`config.mk`:
```
export PLATFORM = sky130hd
export DESIGN_NAME = activation_pipe
export DESIGN_NICKNAME = d
export VERILOG_FILES = /design/src/rtl/activation_pipe.sv
export SDC_FILE = /design/constraint.sdc
export NUM_CORES = 1
export LEC_CHECK = 0
export ABC_AREA = 0
export BUFFER_PORTS_ARGS = -buffer_cell sky130_fd_sc_hd__buf_2
export CAP_MARGIN = 10
export CORE_MARGIN = 2
export CORE_UTILIZATION = 55
export DETAILED_ROUTE_END_ITERATION = 7
export PLACE_DENSITY = 0.81
export SLEW_MARGIN = 10
export SYNTH_ARGS = -nofsm -noshare
export SYNTH_HDL_FRONTEND = slang
export SYNTH_SLANG_ARGS = --single-unit
```
`constraint.sdc`:
```
create_clock -name clk -period 9.2 [get_ports clk]
set_clock_uncertainty 0.05 [all_clocks]
set_input_delay 0.46 -clock clk [delete_from_list [all_inputs] [get_ports clk]]
set_output_delay 0.46 -clock clk [all_outputs]
set_load 0.01 [all_outputs]
```
`src/rtl/activation_pipe.sv`:
```
`default_nettype none
// ============================================================================
// Module   : activation_pipe
// Purpose  : Multi-lane, 3-stage pipelined piecewise-linear (Alippi) sigmoid
//            with tanh derived as 2*sigmoid(2x)-1. Valid/ready on both sides,
//            single global enable so a stalled output freezes the whole pipe.
// Options  : define ACT_SAT_CNT_EN to add sat_count/sat_clr, a saturating
//            count of lanes whose mid term collapsed to zero.
// Revision : 1.0 - initial release
// ============================================================================
module activation_pipe #(
  parameter int INT_BIT  = 7,
  parameter int FRAC_BIT = 8,
  parameter int LANES    = 4
) (
  input  logic                                   clk,
  input  logic                                   rst,
  input  logic                                   in_valid,
  output logic                                   in_ready,
  input  logic                                   in_mode,
  input  logic [LANES*(INT_BIT+FRAC_BIT+1)-1:0]  in_data,
  output logic                                   out_valid,
  input  logic                                   out_ready,
  output logic [LANES*(FRAC_BIT+2)-1:0]          out_data
`ifdef ACT_SAT_CNT_EN
  ,
  output logic [15:0]                            sat_count,
  input  logic                                   sat_clr
`endif
);

  localparam int W_IN  = INT_BIT + FRAC_BIT + 1;
  localparam int W_OUT = FRAC_BIT + 2;
  localparam logic [W_IN-1:0]     C_MAX_POS = {1'b0, {(W_IN-1){1'b1}}};
  localparam logic [W_IN-1:0]     C_MAX_NEG = {1'b1, {(W_IN-2){1'b0}}, 1'b1};
  localparam logic [FRAC_BIT-1:0] C_HALF    = {1'b1, {(FRAC_BIT-1){1'b0}}};
  localparam logic [FRAC_BIT:0]   C_ONE     = {1'b1, {FRAC_BIT{1'b0}}};
  localparam logic [W_OUT-1:0]    C_ONE_OUT = {2'b01, {FRAC_BIT{1'b0}}};

  logic en;
  logic v1_q, v2_q, v3_q;
  logic m1_q, m2_q;

`ifdef ACT_SAT_CNT_EN
  logic [LANES-1:0] zero_vec;
  logic [16:0]      sat_sum;
  logic [15:0]      sat_count_d, sat_count_q;
`endif

  // The pipe only moves when the output slot is free or being drained.
  assign en        = out_ready | ~v3_q;
  assign in_ready  = en;
  assign out_valid = v3_q;

  // Valid bits and per-beat mode travel with the data through S1/S2/S3.
  always_ff @(posedge clk or posedge rst) begin
    if (rst) begin
      v1_q <= 1'b0;
      v2_q <= 1'b0;
      v3_q <= 1'b0;
      m1_q <= 1'b0;
      m2_q <= 1'b0;
    end else if (en) begin
      v1_q <= in_valid;
      v2_q <= v1_q;
      v3_q <= v2_q;
      m1_q <= in_mode;
      m2_q <= m1_q;
    end
  end

  generate
    for (genvar i = 0; i < LANES; i++) begin : g_lane
      logic [W_IN-1:0]     x, x2, neg;
      logic [W_IN:0]       dbl;
      logic [W_IN-2:0]     a;
      logic                s1_s_d, s1_s_q;
      logic [INT_BIT-1:0]  s1_n_d, s1_n_q;
      logic [FRAC_BIT-1:0] s1_f_d, s1_f_q;
      logic [FRAC_BIT-1:0] sum, s2_mid_d, s2_mid_q;
      logic                s2_s_q;
      logic [FRAC_BIT:0]   sig;
      logic [W_OUT-1:0]    s3_out_d, s3_out_q;

      assign x   = in_data[i*W_IN +: W_IN];
      assign dbl = {x, 1'b0};

      // S1: tanh doubles the input (saturating), then split |x2| into n and f.
      always_comb begin
        x2 = x;
        if (in_mode) begin
          if (dbl[W_IN] != dbl[W_IN-1]) begin
            x2 = x[W_IN-1] ? C_MAX_NEG : C_MAX_POS;
          end else begin
            x2 = dbl[W_IN-1:0];
          end
        end
        neg = ~x2 + W_IN'(1);
        a   = x2[W_IN-2:0];
        if (x2[W_IN-1]) begin
          // Negating the most-negative code overflows; clamp to max magnitude.
          a = neg[W_IN-1] ? C_MAX_POS[W_IN-2:0] : neg[W_IN-2:0];
        end
        s1_s_d = x2[W_IN-1];
        s1_n_d = a[W_IN-2:FRAC_BIT];
        s1_f_d = a[FRAC_BIT-1:0];
      end

      // S2: mid term; large n forced to zero instead of an oversized shift.
      assign sum      = C_HALF + (s1_f_q >> 2);
      assign s2_mid_d = (int'(s1_n_q) >= FRAC_BIT + 1) ? '0 : (sum >> s1_n_q);

      // S3: fold sign back in, then rescale to tanh range when requested.
      always_comb begin
        sig      = s2_s_q ? {1'b0, s2_mid_q} : (C_ONE - {1'b0, s2_mid_q});
        s3_out_d = m2_q ? ({sig, 1'b0} - C_ONE_OUT) : {1'b0, sig};
      end

      // Lane data registers, frozen together with the valid bits on stall.
      always_ff @(posedge clk or posedge rst) begin
        if (rst) begin
          s1_s_q   <= 1'b0;
          s1_n_q   <= '0;
          s1_f_q   <= '0;
          s2_s_q   <= 1'b0;
          s2_mid_q <= '0;
          s3_out_q <= '0;
        end else if (en) begin
          s1_s_q   <= s1_s_d;
          s1_n_q   <= s1_n_d;
          s1_f_q   <= s1_f_d;
          s2_s_q   <= s1_s_q;
          s2_mid_q <= s2_mid_d;
          s3_out_q <= s3_out_d;
        end
      end

      assign out_data[i*W_OUT +: W_OUT] = s3_out_q;

`ifdef ACT_SAT_CNT_EN
      logic s3_zero_q;

      // Remember whether this lane's mid term was zero for the counter.
      always_ff @(posedge clk or posedge rst) begin
        if (rst) begin
          s3_zero_q <= 1'b0;
        end else if (en) begin
          s3_zero_q <= (s2_mid_q == '0);
        end
      end

      assign zero_vec[i] = s3_zero_q;
`endif
    end
  endgenerate

`ifdef ACT_SAT_CNT_EN
  // Add zero-mid lanes on each output transfer; clear wins over increment.
  always_comb begin
    sat_sum = {1'b0, sat_count_q};
    if (v3_q && out_ready) begin
      for (int k = 0; k < LANES; k++) begin
        sat_sum = sat_sum + {16'b0, zero_vec[k]};
      end
    end
    sat_count_d = sat_sum[16] ? 16'hFFFF : sat_sum[15:0];
    if (sat_clr) begin
      sat_count_d = '0;
    end
  end

  // Saturation counter register.
  always_ff @(posedge clk or posedge rst) begin
    if (rst) begin
      sat_count_q <= '0;
    end else begin
      sat_count_q <= sat_count_d;
    end
  end

  assign sat_count = sat_count_q;
`endif

endmodule
`default_nettype wire

```
# After elaboration in Yosys (flattened, before gate mapping)
# Cells that the tools add are included.
# word_totals
regBits	145
latch_bits	0
ramBits	0
rom_bits	0
in_bits	69
word_cells	95
mem_count	0
# op_classes
n_addsub	16
n_mul	0
div_mod_pow	0
n_lt_le_gt_ge	4
eq_ne	4
shifts	4
n_mux	32
bitwise_logic	6
n_reduce_logical	0
# op_table
op	n
$mux 16	12
$mux 15	8
$add 16x1->16 const B	4
$not 16->16	4
$mux 10	4
$sub 10x9->10 const B	4
$mux 9	4
$sub 9x8->9 const A	4
$add 8x6->8 const A	4
$mux 8	4
$shr 8x7->8	4
$ge 7x4->1 const B	4
$ne 1x1->1	4
$not 1->1	1
$or 1x1->1	1

# Longest topological paths before layout
# Gate-level depths: netlist of run 1.
# depth
word_depth	7
ltp_mapped	11
mapped_depth_nobuf	8

# Worst setup path before layout of run 1
# OpenSTA, ideal clock, no wires.
# synth_timing
path_type	input to register
start	in in_data[30]
end	reg g_lane[1].s1_n_q[2]
setup_time_ps	77
t_arrival_ps	2459
path_slack_ps	6613
cell_stages	10
n_path_buf	2
cell_sequence	inv_1 -> ha_1 -> buf_4 -> inv_4 -> a2111oi_4 -> or4b_4 -> nor3_4 -> a21oi_2 -> buf_6 -> a21oi_1
# synth_between
elab_chain_cells	7
# synth_lines
element	line_no	rtl
from (decl)	21	input logic [LANES*(INT_BIT+FRAC_BIT+1)-1:0] in_data,
$ne 1x1->1	92	if (dbl[W_IN] != dbl[W_IN-1]) begin
$mux 16	92	
$mux 16 (*)	91	if (in_mode) begin
$not 16->16	98	neg = ~x2 + W_IN'(1);
$add 16x1->16	98	
$mux 15	102	a = neg[W_IN-1] ? C_MAX_POS[W_IN-2:0] : neg[W_IN-2:0];
$mux 15 (*)	100	if (x2[W_IN-1]) begin
to (signal assigned)	130	s1_n_q <= s1_n_d;
to (decl)	78	logic [INT_BIT-1:0] s1_n_d, s1_n_q;
# Every way passes the cells marked *; elsewhere a longest branch is shown, timed or not.
# A chain may end at the register's enable or synchronous reset.

# Worst setup path after layout of run 1
# layout_timing
start	in in_mode
end	reg g_lane[1].s1_n_q[1]
# layout_between
elab_chain_cells	5
# layout_lines
element	line_no	rtl
from (decl)	20	input logic in_mode,
$mux 16 (*)	91	
$not 16->16	98	
$add 16x1->16	98	
$mux 15	102	
$mux 15 (*)	100	
# Marked as above.

==> results.cfg, run 1 <==
[grt]
grt_pass1_vias = 7958
grt_overflow = 0
grt_start_max_net_pins = 96
grt_first_pass_wirelength_mm = 38.4
track_usage_pct = 23.5
antenna_found_initial = 0

[synth]
synth_top_area_cell = dfrtp_1
synth_xor_area_share_pct = 6.02
async_flop_share_pct = 100
syn-cell-area_um2 = 9890
syn_inst = 1249
synth_compound_area_share_pct = 25.9
synth_most_common_cell = nor2_1
synth-simple-area-share_pct = 22.3
yosys-top-cells-count = 200 x nor2_1, 155 x a21oi_1, 137 x dfrtp_1
syn_area_per_cell_um2 = 7.92
synth_top_family_by_area = compound AO/OA/AOI/OAI gates
synthMuxAreaShare_pct = 4.11
synth_adder_area_share_pct = 1.52
synth.distinct_cells = 85
synth-edff-count = 0
synth_nets = 1330
yosysWarnings = 0
ys.flop_type = dfrtp_1
synth.area.top_cells = dfrtp_1 35%, a21oi_1 7.8%, nor2_1 7.6%, nand2_1 4.9%, xnor2_1 4.0%
ys_ff_latch = 137
seq_area_frac_synth_pct = 34.7
yosysTopAreaCellShare_pct = 34.7

[floorplan]
core.rowCount = 49
die-area_um2 = 19100
die_h_um = 138
start_util_pct = 55.6
pin_count = 111
core_area_um2 = 17800
dieWidth_um = 138

[final_layout]
nNetsFinal = 1376
nFillCells = 1595
multi_input_area_um2 = 5930
n_antenna_cell = 0
syn2layout_area_growth_pct = 10.2
register_area_um2 = 3430
drive_gt1_share_pct = 16.9
stdcell_count = 1535

[sta]
fin_crit_ns = 3.27
fmax_mhz = 306
rsz0062_at_grt = no
finalSetupViolCount = 0
finalCritPeriodShare_pct = 35.5
tns_ns = 0
slew_viol_final = 0
relSlewSlack_pct = 33.6
hold_viol_final = 0
tightest_slew_ns = 0.996

[min_path]
hold_class = input pin to asynchronous set/reset pin

[critical_path]
cp-end-kind = flop
crit_type = input pin to flop
critical_path_depth = 8
slowest_delay_ns = 0.69
rr_worst_depth = 6
path_common_cell = buf_4
path_buf_inv = 2
start_kind = input pin
crit_arrival_ns = 3.54
crit_chain = buf_4, buf_4, nor2b_1, a2111oi_4, or4b_4, nor3_4, a21oi_2, a22oi_1
cp_max_fo = 86
cp.required_ns = 9.47
path_delay_family = buffers and inverters
critPathSlowestCell = buf_4

[routing]
drt_iter0_markers = 652
vias_per_cell = 5.83
vias = 8956
avgRoutedWirePerCell_um = 14.7
ant_nets = 0
drc = 0
first_pass_iters = 5
wl_mm = 22.6

[outcome]
outcome = finished, final reports clean

[placed_design]
portBuffers = 110
dp_hpwl_mm = 15.9
place_inst = 1505
gp_congestion = 0.907

[clock_network]
cts_tree = yes
clk-insertion-delay-late_ns = 0.41
ctsHtreeMaxLevel = 4
clk_pin_slew_ns = 0.05
numClockSinks = 137
cts_made_buffers = 17
postCtsSetupRepairBufs = 0
cts_buffer_depth = 2
cts_resized = 0
cts-root-buf = clkbuf_16
holdBufCountCts = 0

[flow_run]
cap_violations = 0

[power_and_ir_drop]
ir_drop_mv = 0.137
powerDensity_nw_per_um2 = 221
total_power_uw = 2410
power.leakage_uw = 0.00469
## cell type report
class                           instances  share of cell area [%]
Clock inverter                          3                   0.138
Sequential cell                       137                    31.5
Clock buffer                           27                    4.62
Timing Repair Buffer                  117                    5.56
Multi-Input combinational cell        991                    54.5
Tap cell                              229                    2.63
Inverter                               31                    1.15
## cell families (layout without fill, tap and decap cells)
group	count (synthesis)	count (layout)
AOI/OAI and AO/OA	398	398
muxes	36	36
and+or+nand+nor	477	477
xor gates and xnor gates	68	68
adders and majority gates	12	12
DFF	137	137
buffers and inverters	121	178
## state kept, by name (all words and copies together), names as in the netlist
register	cells
g_lane.s3_out_q	40
g_lane.s2_mid_q	32
g_lane.s1_n_q	28
g_lane.s1_f_q	24
g_lane.s1_s_q	4
g_lane.s2_s_q	4
m1_q	1
m2_q	1
out_valid	1
v1_q	1
v2_q	1
## power by group
| group | leakage, uW | total, uW | internal [uW] | switching, uW |
|---|---|---|---|---|
| clock | 0.000257 | 598 | 369 | 229 |
| sequential | 0.00171 | 932 | 762 | 170 |
| combinational | 0.00272 | 877 | 362 | 515 |
## final timing paths
check	from	end	slack, ns
worst max-delay path	in_mode	g_lane[1].s1_n_q[1]	5.93
worst min-delay path	rst	g_lane[1].s3_out_q[3]	0.05
worst max register to register	out_valid	g_lane[3].s1_n_q[5]	6.60
worst min register to register	g_lane[0].s3_out_q[9]	g_lane[0].s3_out_q[9]	0.42
max in group asynchronous	rst	g_lane[1].s2_mid_q[7]	7.68
min in group clk	in_valid	v1_q	0.25
## routing by layer
metal  vias up  global-route usage [%]  part of all wire, %
li1       4543                       -                    -
met1      4105                    36.6                   51
met2       287                    33.9                   43
met3        21                    3.98                  5.5
met4         0                    6.07                 0.99
met5         -                       0                    0
## metrics by stage
stage                     instance area [um^2]  hold WS, ns  utilization [%]  setup WS [ns]
after detailed placement                 10400        0.406             58.4           5.54
after global routing                     10900       0.0758             61.3           5.61
after floorplan                           9890        0.380                -           5.02
final                                    10900       0.0460             61.3           5.93
after CTS                                10900       0.0568             61.3           5.98
after global placement                   10400        0.400             58.4           5.63
## worst reg2reg max path, cell delays in order, from the launching register on
cell      delay [ns]
dfrtp_1         0.33
nor2b_4         0.59
clkinv_2        0.45
buf_4           0.48
nor2_1          0.30
a31oi_1         0.06
and3_1          0.23
## placed cells by master (no fill, tap or decap), types with 8 or more instances in the layout
| master | count |
|---|---|
| nor2_1 | 200 |
| a21oi_1 | 155 |
| dfrtp_1 | 137 |
| nand2_1 | 128 |
| buf_2 | 109 |
| o21ai_0 | 77 |
| xnor2_1 | 45 |
| nor3_1 | 35 |
| a31oi_1 | 32 |
| inv_1 | 26 |
| xor2_1 | 23 |
| nand3_1 | 19 |
| mux2_2 | 17 |
| mux2i_1 | 17 |
| clkbuf_16 | 17 |
| nand2b_1 | 14 |
| or3_1 | 14 |
| o31ai_1 | 12 |
| a211oi_1 | 12 |
| o22ai_1 | 12 |
| a22o_1 | 12 |
| ha_1 | 12 |
| a21oi_2 | 10 |
| nor2b_1 | 9 |
| nor4_1 | 9 |
| a21o_1 | 8 |
| buf_4 | 8 |
Note: power is estimated with default switching activity, not from simulation.
==> inputs of run 2 (changes only) <==
--- a/config.mk
+++ b/config.mk
@@ -9,9 +9,9 @@
 export BUFFER_PORTS_ARGS = -buffer_cell sky130_fd_sc_hd__buf_2
 export CAP_MARGIN = 10
 export CORE_MARGIN = 2
-export CORE_UTILIZATION = 55
+export CORE_UTILIZATION = 54
 export DETAILED_ROUTE_END_ITERATION = 7
-export PLACE_DENSITY = 0.81
+export PLACE_DENSITY = 0.82
 export SLEW_MARGIN = 10
 export SYNTH_ARGS = -nofsm -noshare
 export SYNTH_HDL_FRONTEND = slang
==> constraint.sdc (replaced) <==
create_clock -name clk -period 3 [get_ports clk]
set_clock_uncertainty 0.05 [all_clocks]
set_input_delay 0.15 -clock clk [delete_from_list [all_inputs] [get_ports clk]]
set_output_delay 0.15 -clock clk [all_outputs]
set_load 0.01 [all_outputs]
==> run 2 against run 1 <==
Effect of this change: clock power rose to 3.3 times the previous value; sequential share of layout area fell by 0.85 points; final area is 2.8% higher; die area grew 1.8%; sequential power grew to 3.1 times the previous value; register-to-register slack lost 5.8 ns; wire length increased by 4.4%; flip-flop and latch count unchanged; clock-buffer cell count down 3; combinational power grew to 3.2 times the previous value; power grew to 3.2 times the previous value; largest cell class unchanged; highest routed layer unchanged.
==> results.cfg, run 2 (synthesis gave the netlist of run 1 again) <==
[outcome]
outcome = finished, final reports clean

[sta]
setup_slack_ns = 0.552
relSlewSlack_pct = 46.8
finalSetupViolCount = 0
hold_viol_final = 0
tightest_slew_ns = 0.796
fin_crit_ns = 2.45
tns_ns = 0
rsz0062_at_grt = no
fmax_mhz = 408
slew_viol_final = 0
finalCritPeriodShare_pct = 81.6

[clock_network]
postCtsSetupRepairBufs = 0
numClockSinks = 137
cts_made_buffers = 17
ctsHtreeMaxLevel = 4
clk_pin_slew_ns = 0.06
cts_buffer_depth = 2
cts_resized = 0
cts-root-buf = clkbuf_16
cts_tree = yes
clk-insertion-delay-late_ns = 0.41

[critical_path]
crit_chain = nor2b_4, clkinv_2, buf_12, buf_2
critPathSlowestCell = clkinv_2
cp-end-kind = primary output
critical_path_depth = 4
cp.required_ns = 2.80
crit_type = flop to primary output
rr_startpoint = g_lane[3].s2_mid_q[2]
path_delay_family = buffers and inverters
cp_max_fo = 66
slowest_delay_ns = 0.48
rr_worst_depth = 6
start_kind = flop
r2r-end = g_lane[3].s3_out_q[7]
reg2reg_slack_ns = 0.84
path_buf_inv = 3
crit_arrival_ns = 2.25

[placed_design]
dp_hpwl_mm = 16.7
placed_area_um2 = 10600
portBuffers = 110
place_ws_ns = 0.446
gp_congestion = 0.931
place_inst = 1529

[routing]
avgRoutedWirePerCell_um = 15.1
drt_iter0_markers = 919
vias_per_cell = 5.90
vias = 9206
drc = 0
ant_nets = 0
wl_mm = 23.6
first_pass_iters = 5

[floorplan]
dieWidth_um = 139
core_area_um2 = 18000
pin_count = 111
die_h_um = 139
die-area_um2 = 19400
start_util_pct = 55.1
core.rowCount = 49

[power_and_ir_drop]
power.leakage_uw = 0.00484
ir_drop_mv = 0.426
powerDensity_nw_per_um2 = 680

[final_layout]
reg.largest.list = g_lane.s3_out_q: 40 flops, g_lane.s2_mid_q: 32 flops, g_lane.s1_n_q: 28 flops
fin_util_pct = 62.3
largest_register_ff_count = 40
drive_gt1_share_pct = 18.6
n_antenna_cell = 0
regMostFlops = g_lane.s3_out_q
stdcell_area_um2 = 11200
nNetsFinal = 1402
mostFrequentLayoutCells = 200 x nor2_1, 155 x a21oi_1, 137 x dfrtp_1, 128 x nand2_1, 109 x buf_2
syn2layout_area_growth_pct = 13.2
stdcell_count = 1561
layout_commonest_cell = nor2_1

[flow_run]
cap_violations = 0

[min_path]
hold_class = input pin to flop
worstHoldStart = out_ready
hold_path_end = g_lane[1].s2_mid_q[5]
hold_depth = 4

[grt]
grt_pass1_vias = 8256
antenna_found_initial = 0
grt_start_max_net_pins = 67
track_usage_pct = 24.4
grt_first_pass_wirelength_mm = 40.3
grt_overflow = 0
-- run 2: cell count changes in the layout (fill, tap and decap cells not counted), sizes merged --
cell / delta
clkinv: -1
clkinvlp: +4
inv: -1
bufinv: +1
dlygate4sd3: +2
clkbuf: -3
buf: +24
-- run 2: worst max path at each step --
| stage | from | end |
|---|---|---|
| 3_3_place_gp | in_data[30] | g_lane[1].s1_n_q[1] |
| 2_1_floorplan | in_data[30] | g_lane[1].s1_n_q[2] |
| 5_1_grt | out_valid | in_ready |
| 6_report | out_valid | in_ready |
| 4_1_cts | out_valid | in_ready |
| 3_5_place_dp | in_data[30] | g_lane[1].s1_n_q[1] |
-- run 2: area by class of cell --
| class | count | area [um^2] |
|---|---|---|
| Tap cell | 229 | 287 |
| Clock buffer | 24 | 492 |
| Inverter | 31 | 124 |
| Fill cell | 1543 | 6760 |
| Multi-Input combinational cell | 991 | 5930 |
| Sequential cell | 137 | 3430 |
| Clock inverter | 6 | 66.3 |
| Timing Repair Buffer | 143 | 868 |
-- run 2: worst min-delay path, cell delays in order --
cell	delay, ns
buf_2	0.10
nor2b_4	0.10
nand2_1	0.08
o21ai_0	0.07
-- run 2: routing by layer --
layer	vias up	global-route usage, %	wire length [um]
met5	-	0	0
met2	329	35.4	10300
li1	4585	-	-
met3	21	3.68	1380
met1	4271	38.4	11700
met4	0	5.58	220
-- run 2: per-stage QoR --
| stage | hold slack [ns] | power, uW |
|---|---|---|
| 2_1_floorplan | 0.212 | 4840 |
| 3_5_place_dp | 0.283 | 5620 |
| 5_1_grt | 0.115 | 8140 |
| 6_report | 0.0963 | 7620 |
| 4_1_cts | 0.0898 | 7620 |
| 3_3_place_gp | 0.281 | 5540 |
-- run 2: repair_timing --
action / CTS / global route
setup endpoints to repair: 0 / 0
hold buffers: 2 / 0
endpoints found under the hold margin: 34 / 0
-- run 2: report_power, final --
| part | switching (uW) | internal, uW |
|---|---|---|
| clock network | 745 | 1220 |
| logic | 1620 | 1180 |
| registers | 523 | 2340 |
| total | 2890 | 4730 |
